### config.mk
export PLATFORM = sky130hd
export DESIGN_NAME = down_counter_timer
export DESIGN_NICKNAME = d
export VERILOG_FILES = /design/src/rtl/down_counter_timer.sv
export SDC_FILE = /design/constraint.sdc
export NUM_CORES = 1
export LEC_CHECK = 0
export ABC_CLOCK_PERIOD_IN_PS = 2200
export BUFFER_PORTS_ARGS = -buffer_cell sky130_fd_sc_hd__buf_4
export CAP_MARGIN = 20
export CORE_MARGIN = 2
export CORE_UTILIZATION = 33
export CTS_BUF_LIST = sky130_fd_sc_hd__clkbuf_8
export CTS_CLUSTER_SIZE = 25
export DETAILED_ROUTE_END_ITERATION = 10
export GPL_ROUTABILITY_DRIVEN = 1
export RECOVER_POWER = 50
export SYNTH_ARGS = -nofsm -noshare
export SYNTH_HDL_FRONTEND = slang
export SYNTH_SLANG_ARGS = --single-unit
### constraint.sdc
create_clock -name clk -period 2.2 [get_ports clk]
set_clock_uncertainty 0.05 [all_clocks]
set_input_delay 0.44 -clock clk [delete_from_list [all_inputs] [get_ports clk]]
set_output_delay 0.44 -clock clk [all_outputs]
set_load 0.01 [all_outputs]
### src/rtl/down_counter_timer.sv
// Loadable down-counting timer: counts a programmed value to zero, one-shot or auto-reload.
// Flags terminal count with a one-cycle tc pulse; busy/done reflect the RUN/DONE states.
module down_counter_timer #(
    parameter int unsigned WIDTH = 4
) (
    input  logic             clk,
    input  logic             rst,
    input  logic             load,
    input  logic [WIDTH-1:0] load_val,
    input  logic             start,
    input  logic             stop,
    input  logic             auto_reload,
    output logic [WIDTH-1:0] count,
    output logic             tc,
    output logic             busy,
    output logic             done
);

    localparam logic [WIDTH-1:0] ONE  = WIDTH'(1);
    localparam logic [WIDTH-1:0] ZERO = WIDTH'(0);

    typedef enum logic [1:0] {
        IDLE = 2'd0,
        RUN  = 2'd1,
        DONE = 2'd2
    } state_t;

    state_t           state_q;
    state_t           state_d;
    logic [WIDTH-1:0] reload_q;
    logic [WIDTH-1:0] reload_d;
    logic [WIDTH-1:0] count_d;
    logic             tc_d;

    // State, count, reload and status registers
    always_ff @(posedge clk) begin
        if (rst) begin
            state_q  <= IDLE;
            count    <= ZERO;
            reload_q <= ZERO;
            tc       <= 1'b0;
            busy     <= 1'b0;
            done     <= 1'b0;
        end else begin
            state_q  <= state_d;
            count    <= count_d;
            reload_q <= reload_d;
            tc       <= tc_d;
            busy     <= (state_d == RUN);
            done     <= (state_d == DONE);
        end
    end

    // Next-state and datapath; load beats stop beats start
    always_comb begin
        state_d  = state_q;
        count_d  = count;
        reload_d = reload_q;
        tc_d     = 1'b0;
        if (load) begin
            count_d  = load_val;
            reload_d = load_val;
            state_d  = IDLE;
        end else begin
            case (state_q)
                IDLE: begin
                    if (!stop && start && (count != ZERO)) begin
                        state_d = RUN;
                    end
                end
                RUN: begin
                    if (stop) begin
                        state_d = IDLE;
                    end else if (count > ONE) begin
                        count_d = count - ONE;
                    end else if (count == ONE) begin
                        tc_d = 1'b1;
                        if (auto_reload) begin
                            count_d = reload_q;
                        end else begin
                            count_d = ZERO;
                            state_d = DONE;
                        end
                    end else begin
                        // Zero in RUN is unreachable; park in DONE quietly
                        state_d = DONE;
                    end
                end
                DONE: begin
                    if (!stop && start && (reload_q != ZERO)) begin
                        count_d = reload_q;
                        state_d = RUN;
                    end
                end
                default: begin
                    state_d = IDLE;
                end
            endcase
        end
    end

endmodule

==> flow_metrics.env, run 1 <==
export IMPL_firstDrtPassIters=4
export IMPL_placedInstanceArea_um2=936
export IMPL_post_cts_resized=0
export IMPL_hold_class="input port to flop"
export IMPL_syn_inst=82
export IMPL_wl_per_cell_um=14.3
export IMPL_finalCritPeriodShare_pct=93.2
export IMPL_cts_made_buffers=3
export IMPL_syn_cell_area_um2=788
export IMPL_drtIter0Drc=7
export IMPL_hold_viol=0
export IMPL_grt_max_degree=15
export IMPL_rsz0062_at_grt="false"
export IMPL_yosysSeqAreaShare_pct=33.0
export IMPL_p_leak_nw=0.396
export IMPL_async_reset_ff_share_pct=0
export IMPL_cp_end_kind="flop"
export IMPL_worst_ir_drop_vdd_v=0.000422
export IMPL_r2r_start="count[0]"
export IMPL_synth_top_cells_by_count="dfxtp_1 (13), inv_1 (10), nor2_1 (7)"
export IMPL_grtUsageMet1_pct=19.9
export IMPL_synth_top_area_share_pct=33.0
export IMPL_synth_seq_cells=13
export IMPL_fin_setup_tns_ps=0
export IMPL_grt_pass1_wl_um=3050
export IMPL_clock_path_buffers=2
export IMPL_cts_setup_buffers=0
export IMPL_max_freq_mhz=488
export IMPL_antenna_found_initial=0
export IMPL_dominantRegCellSynth="dfxtp_1"
export IMPL_core_area_mm2=0.00223
export IMPL_finalInstanceArea_um2=958
export IMPL_synth_area_leaders="dfxtp_1 (33%), o32ai_2 (8.3%), a221o_1 (5.1%)"
export IMPL_grt_total_usage_pct=15.3
export IMPL_ys_warn_count=0
export IMPL_h_tree_depth=1
export IMPL_setup_viol=0
export IMPL_cts_sinks=13
export IMPL_areaGrowthSynthToFinish_pct=21.6
export IMPL_whs_path_depth=3
export IMPL_rows=17
export IMPL_slowest_stage="dfxtp_1"
export IMPL_reg2reg_depth=6
export IMPL_max_cap_violations=0
export IMPL_whs_ps=387
export IMPL_die_h_um=52.9
export IMPL_ant_nets=0
export IMPL_whs_endpoint="reload_q[1]"
export IMPL_drive_gt1_share_pct=23.2
export IMPL_final_nets=113
export IMPL_worstHoldStart="load_val[1]"
export IMPL_grt_pass1_vias=657
export IMPL_cp_start_kind="flop"
export IMPL_initial_core_util_pct=35.3
export IMPL_hpwl_um=1380
export IMPL_n_antenna_cell=0
export IMPL_cts_root_buf="clkbuf_8"
export IMPL_synth_largest_area_cell="dfxtp_1"
export IMPL_gp_congestion=0.827
export IMPL_grt_ovfl_total=0
export IMPL_worstMarginPinSlew_ps=743
export IMPL_synth_edf_count=0
export IMPL_busiest_layer="met2"
export IMPL_dpl_cell_count=123
export IMPL_power_density_mw_per_mm2=667
export IMPL_io_buffers=16
export IMPL_syn_num_nets=95
export IMPL_cts_tree="done"
export IMPL_path_cells="inv_1 > ha_1 > or2_0 > a21o_1 > a311oi_1 > o32ai_2"
export IMPL_grt_use_met2_pct=23.3
export IMPL_ff2ff_setup_slack_ps=150
export IMPL_period_minus_slack_ps=2050
export IMPL_worstPathArrival_ps=2120
export IMPL_fp_dieW_um=52.9
export IMPL_clk_pin_slew_ps=60
export IMPL_dr_total_vias=690
export IMPL_path_class="flop to flop"
export IMPL_cp_required_ps=2260
export IMPL_cp_max_fo=7
export IMPL_drcViolationCount=0
export IMPL_grt_use_met3_pct=3.95
export IMPL_status="completed"
export IMPL_io_pins=17
export IMPL_finalNonFillerCells=127
export IMPL_clk_insertion_delay_late_ps=250
export IMPL_slowest_delay_ps=410
export IMPL_die_area_mm2=0.00280
export IMPL_r2r_end="count[1]"
export IMPL_synth_cell_types=31
export IMPL_synth_most_common_cell="dfxtp_1"
export IMPL_synth_avg_cell_area_um2=9.61
export IMPL_relSlewSlack_pct=50.4
export IMPL_cts_hold_buf=0
export IMPL_vias_per_cell=5.43
export IMPL_wl_um=1810
export IMPL_slew_viol_final=0
sequential cells by signal, indices dropped and copies added, names as in the netlist:
register / flops
count: 4
reload_q: 4
state_q: 2
busy: 1
done: 1
tc: 1
critical path: cells and delay by family (launching register included):
| family | cells | cell delay [ps] |
|---|---|---|
| and+or+nand+nor | 1 | 330 |
| DFF | 1 | 410 |
| adders and majority gates | 1 | 250 |
| AOI/OAI and AO/OA | 3 | 760 |
| buffers and inverters | 1 | 120 |
layer usage:
| layer | vias up | wire length (um) | share of wire (%) |
|---|---|---|---|
| met1 | 314 | 814 | 45 |
| met2 | 25 | 853 | 47 |
| li1 | 346 | - | - |
| met5 | - | 0 | 0 |
| met4 | 0 | 39 | 2.2 |
| met3 | 5 | 104 | 5.7 |
report_power, final:
group / switching, mW / internal, mW / total, mW / leakage, nW
clock: 0.0891 / 0.124 / 0.213 / 0.0269
combinational: 0.0872 / 0.0757 / 0.163 / 0.263
sequential: 0.0148 / 0.249 / 0.263 / 0.106
cell type report:
| cell class | count | area (um2) |
|---|---|---|
| sequential | 13 | 260 |
| timing repair buffer | 17 | 105 |
| multi-input combinational | 55 | 475 |
| tap | 28 | 35.0 |
| clock inverter | 1 | 3.75 |
| clock buffer | 3 | 41.3 |
| fill | 235 | 1270 |
| inverter | 10 | 37.5 |
cell families (layout without fill, tap and decap cells):
group / Yosys count / in the layout / synth area share (%)
buffers and inverters: 14 / 31 / 6.67
muxes: 4 / 4 / 5.08
AOI/OAI and AO/OA: 26 / 26 / 31.9
xor gates and xnor gates: 1 / 1 / 1.11
DFF: 13 / 13 / 33.0
adders and majority gates: 3 / 3 / 4.76
and+or+nand+nor: 21 / 21 / 17.5
stage by stage:
| stage | power [mW] | utilization, % | worst slack, ps |
|---|---|---|---|
| floorplan | 0.381 | - | 292 |
| CTS | 0.651 | 43.9 | 153 |
| detailed placement | 0.434 | 41.9 | 164 |
| global route | 0.676 | 42.9 | 18.2 |
| finish | 0.639 | 42.9 | 149 |
| global placement | 0.431 | 41.9 | 193 |
worst max-delay path by stage:
stage	startpoint	to	cells after the start
finish	count[0]	count[1]	6
global route	count[0]	count[1]	6
CTS	count[0]	count[2]	6
detailed placement	count[0]	count[1]	6
global placement	count[0]	count[2]	6
floorplan	count[0]	count[0]	7
cells in the final DEF, fill, tap and decap left out, types with 2 or more instances in the layout:
cell      synthesis  routed
a21boi_0          4       4
clkbuf_8          0       3
a211oi_1          4       4
clkbuf_1          3       6
inv_1            10      11
buf_4             0      11
a311oi_1          4       4
ha_1              3       3
mux2i_1           4       4
or4_1             2       2
dfxtp_1          13      13
o32ai_2           4       4
nand2_1           2       2
nor2_1            7       7
a221o_1           4       4
No activity file was read; power rests on OpenSTA's default activity.
==> run 2: changes to the inputs <==
Settings changed: ABC_CLOCK_PERIOD_IN_PS 2200 to 2500, PLACE_DENSITY set to 0.53, SLEW_MARGIN set to 20.
Clock period 2.2 ns to 2.5 ns, I/O delays scaled along.
==> run 2 against run 1 <==
Largest power group unchanged. Sequential cell count unchanged. Global-route usage decreased by 0.41 points. Power decreased by 12%. Routed wire length decreased by 5.2%. Design area decreased by 0.78%. Critical path type unchanged. Sequential share of layout area increased by 0.21 points. Worst setup slack improved by 330 ps.
==> flow_metrics.env, run 2 (same netlist as run 1, synthesis figures left out) <==
export IMPL_status="completed"
export IMPL_mostFrequentLayoutCells="dfxtp_1 (13), inv_1 (11), buf_4 (10)"
export IMPL_dr_total_vias=684
export IMPL_slew_viol_final=0
export IMPL_rows=17
export IMPL_drtIter0Drc=15
export IMPL_wl_per_cell_um=13.6
export IMPL_grt_pass1_vias=626
export IMPL_cp_start_kind="flop"
export IMPL_ant_nets=0
export IMPL_p_leak_nw=0.391
export IMPL_post_place_ws_ps=480
export IMPL_clock_path_buffers=2
export IMPL_worst_ir_drop_vdd_v=0.000266
export IMPL_die_area_mm2=0.00280
export IMPL_fill_cells=242
export IMPL_setup_ws_ps=483
export IMPL_power_density_mw_per_mm2=592
export IMPL_largest_registers="count x4, reload_q x4, state_q x2"
export IMPL_r2r_start="count[0]"
export IMPL_slowest_delay_ps=420
export IMPL_final_common_cell="dfxtp_1"
export IMPL_period_minus_slack_ps=2020
export IMPL_ff_latch_area_um2=260
export IMPL_wl_um=1720
export IMPL_h_tree_depth=1
export IMPL_initial_core_util_pct=35.3
export IMPL_final_nets=112
export IMPL_path_cells="inv_1 > ha_1 > or2_0 > a21o_1 > a311oi_1 > o32ai_2"
export IMPL_cp_end_kind="flop"
export IMPL_rsz0062_at_grt="false"
export IMPL_io_pins=17
export IMPL_setup_viol=0
export IMPL_max_cap_violations=0
export IMPL_cts_setup_buffers=0
export IMPL_hold_class="input port to flop"
export IMPL_worstPathArrival_ps=2090
export IMPL_cts_made_buffers=3
export IMPL_drive_gt1_share_pct=22.4
export IMPL_post_cts_resized=0
export IMPL_cts_sinks=13
export IMPL_cts_root_buf="clkbuf_8"
export IMPL_cts_tree="done"
export IMPL_path_class="flop to flop"
export IMPL_cp_max_fo=7
export IMPL_max_freq_mhz=496
export IMPL_core_area_mm2=0.00223
export IMPL_worstHoldStart="load_val[1]"
export IMPL_hpwl_um=1300
export IMPL_clk_insertion_delay_late_ps=250
export IMPL_worstMarginPinSlew_ps=727
export IMPL_fin_setup_tns_ps=0
export IMPL_fp_dieW_um=52.9
export IMPL_crit_start="count[0]"
export IMPL_drcViolationCount=0
export IMPL_clk_pin_slew_ps=60
export IMPL_grt_total_usage_pct=14.9
export IMPL_cts_hold_buf=0
export IMPL_hold_viol=0
export IMPL_grt_max_degree=15
export IMPL_grt_pass1_wl_um=3040
export IMPL_die_h_um=52.9
export IMPL_io_buffers=16
export IMPL_multi_input_area_um2=475
export IMPL_cp_required_ps=2570
export IMPL_areaGrowthSynthToFinish_pct=20.6
export IMPL_vias_per_cell=5.43
export IMPL_gp_congestion=0.818
export IMPL_n_antenna_cell=0
export IMPL_finalCritPeriodShare_pct=80.7
export IMPL_relSlewSlack_pct=51.5
export IMPL_antenna_found_initial=0
export IMPL_firstDrtPassIters=4
export IMPL_slowest_stage="dfxtp_1"
export IMPL_grt_ovfl_total=0
export IMPL_p_total_mw=0.563
## run 2: cell types whose count changed in the layout (fill, tap and decap cells not counted), sizes merged
cell  before  now
buf       11   10
## run 2: worst paths after layout
check	depth (start not counted)	slack (ps)	to
worst max-delay path	6	480	count[3]
worst max register to register	6	480	count[3]
worst min register to register	2	490	reload_q[1]
worst min-delay path	3	450	reload_q[1]
## run 2: layout make-up
class	instances	share of cell area [%]
sequential	13	27.4
multi-input combinational	55	50.0
timing repair buffer	16	10.3
tap	28	3.68
inverter	10	3.95
clock buffer	3	4.34
clock inverter	1	0.395
## run 2: worst max-delay path, delay by kind of cell, from the launching register on
| kind | cells | cell delay [ps] |
|---|---|---|
| AOI/OAI and AO/OA | 3 | 730 |
| and+or+nand+nor | 1 | 320 |
| adders and majority gates | 1 | 240 |
| DFF | 1 | 420 |
| buffers and inverters | 1 | 120 |
## run 2: routing by layer
layer  share of wire (%)  GRT usage, %  wire [um]
met1                  51          21.3        873
met4                 2.3          8.55         39
met3                 5.0          2.82         86
met5                   0             0          0
met2                  42          20.6        716
## run 2: where the power goes
| group | internal [mW] | leakage [nW] | switching, mW |
|---|---|---|---|
| registers | 0.219 | 0.106 | 0.0133 |
| clock network | 0.109 | 0.0269 | 0.0836 |
| logic | 0.0662 | 0.257 | 0.0726 |
| total | 0.394 | 0.391 | 0.170 |
## run 2: per-stage QoR
step                      hold slack, ps  area (um2)  std cells  utilization (%)
after floorplan                      425         788         82                -
after global placement               463         928        122             41.6
after detailed placement             474         928        122             41.6
after CTS                            450         973        126             43.6
after global routing                 474         951        126             42.6
final                                446         951        126             42.6
==> run 3: changes to the inputs <==
Settings changed: ABC_AREA set to 1, ABC_CLOCK_PERIOD_IN_PS 2500 to 1650, PLACE_DENSITY 0.53 to 0.55.
Clock period 2.5 ns to 1.65 ns, I/O delays scaled along.
==> run 3 against run 2 <==
Sequential power increased by 48%. Cell count up 35%. Register-to-register slack worse by 360 ps. Die area fell by 0.89%. Sequential cell count unchanged. Clock power grew 48%. Via count is 11% higher. Critical endpoint is now count[0]. Largest cell class unchanged. Highest routed layer unchanged.
==> flow_metrics.env, run 3 <==
export IMPL_final_nets=156
export IMPL_max_freq_mhz=654
export IMPL_final_common_cell="inv_1"
export IMPL_largest_registers="count x4, reload_q x4, state_q x2"
export IMPL_synth_area_leaders="dfxtp_1 (33%), inv_1 (13%), nand2_1 (12%)"
export IMPL_h_tree_depth=1
export IMPL_mostFrequentLayoutCells="inv_1 (27), nand2_1 (25), nor2_1 (17)"
export IMPL_p_leak_nw=0.491
export IMPL_ys_warn_count=0
export IMPL_cp_end_kind="flop"
export IMPL_syn_cell_area_um2=781
export IMPL_synth_edf_count=0
export IMPL_cts_root_buf="clkbuf_8"
export IMPL_synth_largest_area_cell="dfxtp_1"
export IMPL_hold_class="input port to flop"
export IMPL_synth_top_cells_by_count="inv_1 (26), nand2_1 (25), nor2_1 (19)"
export IMPL_cp_start_kind="flop"
export IMPL_dr_total_vias=761
export IMPL_worstHoldStart="rst"
export IMPL_finalCritPeriodShare_pct=92.7
export IMPL_cp_max_fo=8
export IMPL_gp_congestion=0.846
export IMPL_synth_most_common_cell="inv_1"
export IMPL_grt_pass1_wl_um=2860
export IMPL_r2r_start="count[1]"
export IMPL_synth_avg_cell_area_um2=6.40
export IMPL_max_cap_violations=0
export IMPL_worstPathArrival_ps=1620
export IMPL_power_density_mw_per_mm2=834
export IMPL_whs_endpoint="reload_q[1]"
export IMPL_grt_max_degree=12
export IMPL_synth_seq_cells=13
export IMPL_async_reset_ff_share_pct=0
export IMPL_die_h_um=52.6
export IMPL_period_minus_slack_ps=1530
export IMPL_wl_per_cell_um=9.82
export IMPL_dpl_cell_count=166
export IMPL_areaGrowthSynthToFinish_pct=25.8
export IMPL_rsz0062_at_grt="true"
export IMPL_n_antenna_cell=0
export IMPL_reg2reg_depth=10
export IMPL_hpwl_um=1370
export IMPL_cts_tree="done"
export IMPL_multi_input_area_um2=427
export IMPL_io_buffers=16
export IMPL_status="completed"
export IMPL_cp_required_ps=1740
export IMPL_drive_gt1_share_pct=21.8
export IMPL_grt_pass1_vias=663
export IMPL_slew_viol_final=0
export IMPL_setup_viol=0
export IMPL_initial_core_util_pct=35.0
export IMPL_synth_top_area_share_pct=33.3
export IMPL_fp_dieW_um=52.6
export IMPL_antenna_found_initial=0
export IMPL_firstDrtPassIters=3
export IMPL_grt_total_usage_pct=14.6
export IMPL_cts_hold_buf=0
export IMPL_dominantRegCellSynth="dfxtp_1"
export IMPL_wl_um=1670
export IMPL_grt_ovfl_total=0
export IMPL_r2r_end="count[0]"
export IMPL_syn_num_nets=135
export IMPL_die_area_mm2=0.00277
export IMPL_clock_path_buffers=2
export IMPL_worstMarginPinSlew_ps=261
export IMPL_fin_util_pct=44.0
export IMPL_cts_made_buffers=3
export IMPL_clk_pin_slew_ps=60
export IMPL_fill_cells=256
export IMPL_drcViolationCount=0
export IMPL_rows=17
export IMPL_core_area_mm2=0.00223
export IMPL_crit_start="count[1]"
export IMPL_cts_sinks=13
export IMPL_drtIter0Drc=10
export IMPL_clk_insertion_delay_late_ps=240
export IMPL_path_class="flop to flop"
export IMPL_relSlewSlack_pct=82.5
export IMPL_synth_cell_types=14
export IMPL_io_pins=17
export IMPL_worst_ir_drop_vdd_v=0.000436
export IMPL_syn_inst=122
export IMPL_ff_latch_area_um2=262
export IMPL_ant_nets=0
export IMPL_hold_viol=0
export IMPL_vias_per_cell=4.48
export IMPL_ff2ff_setup_slack_ps=120
export IMPL_whs_path_depth=2
export IMPL_finalNonFillerCells=170
export IMPL_yosysSeqAreaShare_pct=33.3
==> run 3: kinds of logic after synthesis <==
family                     share of synthesized area (%)
and+or+nand+nor                                     43.8
buffers and inverters                               13.0
DFF                                                 33.3
AOI/OAI and AO/OA                                   5.13
adders and majority gates                           4.81
==> run 3: stage by stage <==
step	total power [mW]	cell area, um2	worst slack (ps)	TNS [ps]	hold slack (ps)
final	0.820	982	121	0	219
after global routing	0.887	982	-10.7	-34.9	225
after CTS	0.832	985	105	0	219
after detailed placement	0.541	940	119	0	480
after global placement	0.540	940	126	0	478
after floorplan	0.477	781	207	0	349
==> run 3: worst max-delay path by stage <==
stage               depth (start not counted)  slack, ps    endpoint
global placement                           10        130    count[0]
detailed placement                         10        120  state_q[0]
CTS                                        10        100  state_q[0]
global route                               10        -10        busy
floorplan                                  10        210    count[2]
finish                                     10        120    count[0]
==> run 3: report_power, final <==
part,leakage [nW],internal (mW),switching [mW]
Clock,0.0269,0.164,0.121
Sequential,0.107,0.330,0.0125
Combinational,0.357,0.0804,0.111
Total,0.491,0.575,0.245
==> run 3: worst max-delay path, cell delays in order, from the launching register on <==
cell and delay [ps]:
dfxtp_1 340, inv_1 90, ha_1 220, inv_1 90, nand3_2 70, nand2_1 80
nand2_2 60, nor2_4 240, nand2_1 80, nand2_1 60, nor2_1 40
==> run 3: layer usage <==
layer,routed length [um],GRT usage [%],vias to the layer above,part of all wire [%]
met4,27,7.69,0,1.6
met5,0,0,-,0
met2,770,22.3,11,46
met1,808,18.8,332,48
met3,63,3.43,4,3.8
li1,-,-,414,-
==> run 3: cell type report <==
type,instances,share of cell area [%]
clock buffer,3,4.20
clock inverter,1,0.382
inverter,26,9.94
multi-input combinational,82,43.4
sequential,13,26.6
tap,28,3.57
timing repair buffer,17,11.8
==> run 3: what timing repair did <==
item / CTS / global route
gates resized for setup: 0 / 4
setup endpoints to repair: 0 / 5
buffers inserted: 0 / 0
